<file path="src/rtl/axi_lite_reg_pkg.sv">
// Shared types and constants for the AXI4-Lite to register-bus bridge.
// The request/response structs are the default channel types used by axi_lite_reg_bridge.
package axi_lite_reg_pkg;

    localparam int unsigned AXI_AW = 64;
    localparam int unsigned AXI_DW = 64;

    typedef enum logic [2:0] {
        IDLE,
        WDATA,
        REG_WR,
        REG_RD,
        BRESP,
        RRESP
    } state_e;

    localparam logic [1:0] RESP_OKAY   = 2'b00;
    localparam logic [1:0] RESP_SLVERR = 2'b10;
    localparam logic [1:0] RESP_DECERR = 2'b11;

    typedef struct packed {
        logic [AXI_AW-1:0]   aw_addr;
        logic                aw_valid;
        logic [AXI_DW-1:0]   w_data;
        logic [AXI_DW/8-1:0] w_strb;
        logic                w_valid;
        logic                b_ready;
        logic [AXI_AW-1:0]   ar_addr;
        logic                ar_valid;
        logic                r_ready;
    } axi_lite_req_t;

    typedef struct packed {
        logic              aw_ready;
        logic              w_ready;
        logic [1:0]        b_resp;
        logic              b_valid;
        logic              ar_ready;
        logic [AXI_DW-1:0] r_data;
        logic [1:0]        r_resp;
        logic              r_valid;
    } axi_lite_resp_t;

endpackage

</file>
<file path="src/rtl/axi_lite_reg_timer.sv">
// Clearable saturating wait counter; limit_o flags that LIMIT idle cycles have elapsed.
module axi_lite_reg_timer #(
    parameter int unsigned LIMIT = 255
) (
    input  logic clk_i,
    input  logic rst_i,
    input  logic clear_i,
    input  logic inc_i,
    output logic limit_o
);

    logic [15:0] count_q;

    assign limit_o = (count_q == 16'(LIMIT));

    // NOTE: sequential state is updated with <= only, so every flop samples pre-edge values.
    always_ff @(posedge clk_i) begin
        if (rst_i || clear_i) begin
            count_q <= '0;
        end else if (inc_i && !limit_o) begin
            count_q <= count_q + 16'd1;
        end
    end

endmodule

</file>
<file path="src/rtl/axi_lite_reg_bridge.sv">
// AXI4-Lite slave to request/ready register-bus bridge, one transaction in flight.
// Define AXI_LITE_REG_TIMEOUT_EN to abort accesses that wait TIMEOUT_CYCLES on reg_ready_i.
module axi_lite_reg_bridge
    import axi_lite_reg_pkg::*;
#(
    parameter int unsigned AXI_ADDR_WIDTH = 64,
    parameter int unsigned AXI_DATA_WIDTH = 64,
    parameter int unsigned REG_BYTES      = 4096,
    parameter int unsigned TIMEOUT_CYCLES = 255,
    parameter type         axi_req_t      = axi_lite_req_t,
    parameter type         axi_resp_t     = axi_lite_resp_t
) (
    input  logic                        clk_i,
    input  logic                        rst_i,
    input  axi_req_t                    axi_req_i,
    output axi_resp_t                   axi_resp_o,
    output logic [AXI_ADDR_WIDTH-1:0]   reg_addr_o,
    output logic                        reg_valid_o,
    output logic                        reg_write_o,
    output logic [AXI_DATA_WIDTH-1:0]   reg_wdata_o,
    output logic [AXI_DATA_WIDTH/8-1:0] reg_wstrb_o,
    input  logic [AXI_DATA_WIDTH-1:0]   reg_rdata_i,
    input  logic                        reg_ready_i,
    input  logic                        reg_error_i
);

    localparam int unsigned STRB_WIDTH = AXI_DATA_WIDTH / 8;
    localparam logic [AXI_ADDR_WIDTH-1:0] WORD_MASK  = ~AXI_ADDR_WIDTH'(STRB_WIDTH - 1);
    localparam logic [AXI_ADDR_WIDTH-1:0] WINDOW_END = AXI_ADDR_WIDTH'(REG_BYTES);

    state_e                    state_q, state_d;
    logic                      last_write_q, last_write_d;
    logic [AXI_ADDR_WIDTH-1:0] addr_q, addr_d;
    logic [AXI_DATA_WIDTH-1:0] wdata_q, wdata_d, rdata_q, rdata_d;
    logic [STRB_WIDTH-1:0]     wstrb_q, wstrb_d;
    logic                      write_q, write_d;
    logic [1:0]                resp_q, resp_d;
    logic                      write_sel, timeout;
    logic [AXI_ADDR_WIDTH-1:0] aw_addr, ar_addr;

    assign aw_addr = AXI_ADDR_WIDTH'(axi_req_i.aw_addr);
    assign ar_addr = AXI_ADDR_WIDTH'(axi_req_i.ar_addr);

    // A contested IDLE cycle goes to the direction not served last time.
    assign write_sel = axi_req_i.aw_valid && (!axi_req_i.ar_valid || !last_write_q);

    assign reg_valid_o = (state_q == REG_WR) || (state_q == REG_RD);
    assign reg_addr_o  = addr_q;
    assign reg_write_o = write_q;
    assign reg_wdata_o = wdata_q;
    assign reg_wstrb_o = wstrb_q;

`ifdef AXI_LITE_REG_TIMEOUT_EN
    axi_lite_reg_timer #(
        .LIMIT (TIMEOUT_CYCLES)
    ) u_timer (
        .clk_i   (clk_i),
        .rst_i   (rst_i),
        .clear_i (!reg_valid_o),
        .inc_i   (reg_valid_o && !reg_ready_i),
        .limit_o (timeout)
    );
`else
    logic [15:0] unused_timeout_cycles;
    assign unused_timeout_cycles = 16'(TIMEOUT_CYCLES);
    assign timeout = 1'b0;
`endif

    // NOTE: every output of this block gets a default first so no path can infer a latch.
    always_comb begin
        state_d      = state_q;
        last_write_d = last_write_q;
        addr_d       = addr_q;
        wdata_d      = wdata_q;
        wstrb_d      = wstrb_q;
        write_d      = write_q;
        rdata_d      = rdata_q;
        resp_d       = resp_q;
        axi_resp_o        = '0;
        axi_resp_o.b_resp = resp_q;
        axi_resp_o.r_resp = resp_q;
        axi_resp_o.r_data = rdata_q;

        unique case (state_q)
            IDLE: begin
                if (write_sel) begin
                    axi_resp_o.aw_ready = 1'b1;
                    addr_d       = aw_addr & WORD_MASK;
                    write_d      = 1'b1;
                    last_write_d = 1'b1;
                    resp_d       = (aw_addr >= WINDOW_END) ? RESP_DECERR : RESP_OKAY;
                    if (axi_req_i.w_valid) begin
                        axi_resp_o.w_ready = 1'b1;
                        wdata_d = axi_req_i.w_data;
                        wstrb_d = axi_req_i.w_strb;
                        state_d = (aw_addr >= WINDOW_END) ? BRESP : REG_WR;
                    end else begin
                        state_d = WDATA;
                    end
                end else if (axi_req_i.ar_valid) begin
                    axi_resp_o.ar_ready = 1'b1;
                    addr_d       = ar_addr & WORD_MASK;
                    write_d      = 1'b0;
                    wstrb_d      = '0;
                    last_write_d = 1'b0;
                    if (ar_addr >= WINDOW_END) begin
                        resp_d  = RESP_DECERR;
                        rdata_d = '0;
                        state_d = RRESP;
                    end else begin
                        resp_d  = RESP_OKAY;
                        state_d = REG_RD;
                    end
                end
            end
            WDATA: begin
                // resp_q already carries the decode verdict taken when AW was captured.
                axi_resp_o.w_ready = axi_req_i.w_valid;
                if (axi_req_i.w_valid) begin
                    wdata_d = axi_req_i.w_data;
                    wstrb_d = axi_req_i.w_strb;
                    state_d = (resp_q == RESP_DECERR) ? BRESP : REG_WR;
                end
            end
            REG_WR, REG_RD: begin
                if (reg_ready_i) begin
                    resp_d = reg_error_i ? RESP_SLVERR : RESP_OKAY;
                    if (state_q == REG_RD) rdata_d = reg_rdata_i;
                    state_d = (state_q == REG_WR) ? BRESP : RRESP;
                end else if (timeout) begin
                    resp_d  = RESP_SLVERR;
                    rdata_d = '0;
                    state_d = (state_q == REG_WR) ? BRESP : RRESP;
                end
            end
            BRESP: begin
                axi_resp_o.b_valid = 1'b1;
                if (axi_req_i.b_ready) state_d = IDLE;
            end
            RRESP: begin
                axi_resp_o.r_valid = 1'b1;
                if (axi_req_i.r_ready) state_d = IDLE;
            end
            default: state_d = IDLE;
        endcase
    end

    always_ff @(posedge clk_i) begin
        if (rst_i) begin
            state_q      <= IDLE;
            last_write_q <= 1'b0;
            addr_q       <= '0;
            wdata_q      <= '0;
            wstrb_q      <= '0;
            write_q      <= 1'b0;
            rdata_q      <= '0;
            resp_q       <= RESP_OKAY;
        end else begin
            state_q      <= state_d;
            last_write_q <= last_write_d;
            addr_q       <= addr_d;
            wdata_q      <= wdata_d;
            wstrb_q      <= wstrb_d;
            write_q      <= write_d;
            rdata_q      <= rdata_d;
            resp_q       <= resp_d;
        end
    end

endmodule

</file>
<file path="config.mk">
export PLATFORM = sky130hd
export DESIGN_NAME = axi_lite_reg_bridge
export DESIGN_NICKNAME = d
export VERILOG_FILES = /design/src/rtl/axi_lite_reg_pkg.sv /design/src/rtl/axi_lite_reg_timer.sv /design/src/rtl/axi_lite_reg_bridge.sv
export SDC_FILE = /design/constraint.sdc
export NUM_CORES = 1
export LEC_CHECK = 0
export BUFFER_PORTS_ARGS = -buffer_cell sky130_fd_sc_hd__buf_2
export CAP_MARGIN = 10
export CORE_AREA = 2 2 190 192
export DETAILED_ROUTE_END_ITERATION = 10
export DIE_AREA = 0 0 192 194
export PLACE_DENSITY_LB_ADDON = 0.1
export SETUP_SLACK_MARGIN = 0.5
export SYNTH_ARGS = -nofsm -noshare
export SYNTH_HDL_FRONTEND = slang
export SYNTH_SLANG_ARGS = --single-unit
</file>
<file path="constraint.sdc">
create_clock -name clk_i -period 5.2 [get_ports clk_i]
set_input_delay 1.56 -clock clk_i [delete_from_list [all_inputs] [get_ports clk_i]]
set_output_delay 1.56 -clock clk_i [all_outputs]
set_load 0.02 [all_outputs]
</file>
==> qor.yml <==
status: "finished, final reports clean"
critPathMaxStageDelay_ps: 270
synth_seq_cells: 203
grt_pass1_vias: 7610
finalClockSkew_ps: 13.5
seq_area_frac_synth: 0.517
first_pass_iters: 4
coreArea_um2: 35200
viasPerCell: 4.41
dieArea_um2: 37200
final_layout_size_suffix_gt1_frac: 0.457
mostFrequentLayoutCells: "buf_2 (476), dfxtp_1 (203), nand2_1 (152), a21oi_1 (73), nor2_1 (70)"
port_buffers: 477
end_kind: "output pin"
routedWlPerCell_um: 18.6
path_max_fanout: 13
rsz0062_at_grt: "false"
cts_tree: "yes"
cts.sinks: 203
critPathKind: "input port to output pin"
slew_headroom: 0.363
final_common_cell: "buf_2"
grt_start_max_net_pins: 87
tightest_slew_ps: 955
cts_setup_buffers: 0
post_cts_resized: 0
drc_errors: 0
ant_nets: 0
max_freq_ghz: 0.251
maxSlewViolCount: 0
place_congestion: 0.872
synth_top_area_frac: 0.517
htreeDepth: 1
path_clk_slew_ps: 60
cap_violations: 0
vias: 7778
start_util: 0.223
synth-main-ff-cell: "dfxtp_1"
cts_buffers: 25
cpMostUsedCell: "buf_2"
report.final.hold_viol_count: 0
async_flop_share: 0
leakagePower_uw: 0.00548
clockBufferDepth: 3
die_y_um: 194
pin_count: 484
crit_buf_inv: 3
num_rows: 69
hpwlAfterDp_um: 24800
dieWidth_um: 192
powerDensity_nw_per_um2: 483
grt-ovfl-total: 0
antenna_found_initial: 4
synth_top_area_cell: "dfxtp_1"
synthCells: 836
ys_types: 52
critical-path-slowest-cell: "buf_4"
finalSetupTns_ps: 0
min_path_type: "register to register"
synth_edf_count: 0
fin_crit_ps: 3990
clock_latency_ps: 510
ys_warn_count: 0
grt_pass1_wl_um: 47200
peakVddDrop_v: 0.000212
worstPathArrival_ps: 2430
root_buffer: "clkbuf_16"
path_cells: "buf_2, a21boi_4, buf_4, nor2_1, buf_2"
cts_hold_buf: 0
track_usage: 0.165
drt-initial-drc-count: 222
period_share: 0.767
cp_top_family: "buffers and inverters"
area_growth_pct: 46.2
nNetsFinal: 1556
final_util: 0.327
yosys-top-cells-area: "dfxtp_1 (52%), mux2i_1 (7.8%), nand2_1 (7.3%), a22o_2 (7.1%), a211oi_1 (5.8%)"
start_kind: "input port"
netlist_area_um2: 7870
routed_wl_um: 32700
postSynthAreaPerCell_um2: 9.41
crit_required_ps: 3640
setup_viol: 0
==> worst reg2reg max path, cell delays in order, from the launching register on <==
cell and delay (ps):
dfxtp_1 440, nor3_1 730, o21a_4 850, buf_4 520, nor2_1 90, a211oi_1 210
==> per-stage QoR <==
step | total power [uW] | std cells | setup slack, ps | hold WS (ps) | area, um^2
final | 5550 | 1762 | 1210 | 450 | 11500
after global placement | 3760 | 1717 | 1170 | 440 | 10600
after global routing | 5890 | 1761 | 1100 | 465 | 11500
after detailed placement | 3760 | 1717 | 1180 | 443 | 10600
after CTS | 5650 | 1760 | 1170 | 452 | 11500
after floorplan | 3120 | 838 | 884 | 535 | 7870
==> cell usage after synthesis, types with 2 or more instances <==
library cell	count
mux2i_1	61
buf_1	2
buf_6	6
a21o_1	2
a21oi_1	73
o21ai_0	4
a31oi_1	2
buf_2	7
nor2_1	71
a22o_2	56
nor4_1	26
a211oi_1	61
nand2b_1	3
nand2_1	152
nand4_1	6
buf_4	5
and3_1	2
a22o_1	8
clkbuf_1	50
nor3_1	4
dfxtp_1	203
o41ai_1	2
==> flip-flops by register name, indices dropped and copies added, names as in the netlist <==
| signal | count |
|---|---|
| resp_q | 2 |
| state_q | 3 |
| reg_wstrb_o | 8 |
| reg_wdata_o | 64 |
| reg_addr_o | 61 |
| reg_write_o | 1 |
| rdata_q | 64 |
==> final timing paths <==
| check | startpoint | end | slack, ps | depth (start not counted) |
|---|---|---|---|---|
| worst max-delay path | axi_req_i[140] | axi_resp_o[67] | 1210 | 5 |
| worst max register to register | state_q[0] | reg_addr_o[27] | 2280 | 5 |
| worst min register to register | reg_wdata_o[18] | reg_wdata_o[18] | 450 | 2 |
| worst min-delay path | reg_wdata_o[18] | reg_wdata_o[18] | 450 | 2 |
==> cells by family (layout without fill, tap and decap cells) <==
kind of cell,after synthesis,in the layout,synth area share
buf+inv,72,533,0.0436
compound gates,222,222,0.209
mux,62,62,0.0791
simple gates,276,276,0.151
flops,203,203,0.517
other cells,1,5,0.000477
==> layout make-up <==
cell class,instances,area [um^2]
Inverter,2,7.51
Sequential cell,203,4060
Antenna cell,2,5.00
Clock inverter,9,150
Tap cell,461,577
Timing Repair Buffer,488,2480
Multi-Input combinational cell,563,3490
Clock buffer,34,719
Fill cell,3835,23700
==> metal layers <==
layer	track usage	wire (um)
met5	0	23
met4	0.0334	490
met3	0.0498	2990
met2	0.291	15800
met1	0.195	13400
==> power breakdown <==
group / leakage (uW) / switching [uW] / internal, uW
clock: 0.000423 / 690 / 1160
combinational: 0.00339 / 1140 / 567
sequential: 0.00166 / 162 / 1840
total: 0.00548 / 1990 / 3560
(Power assumes the default switching activity.)
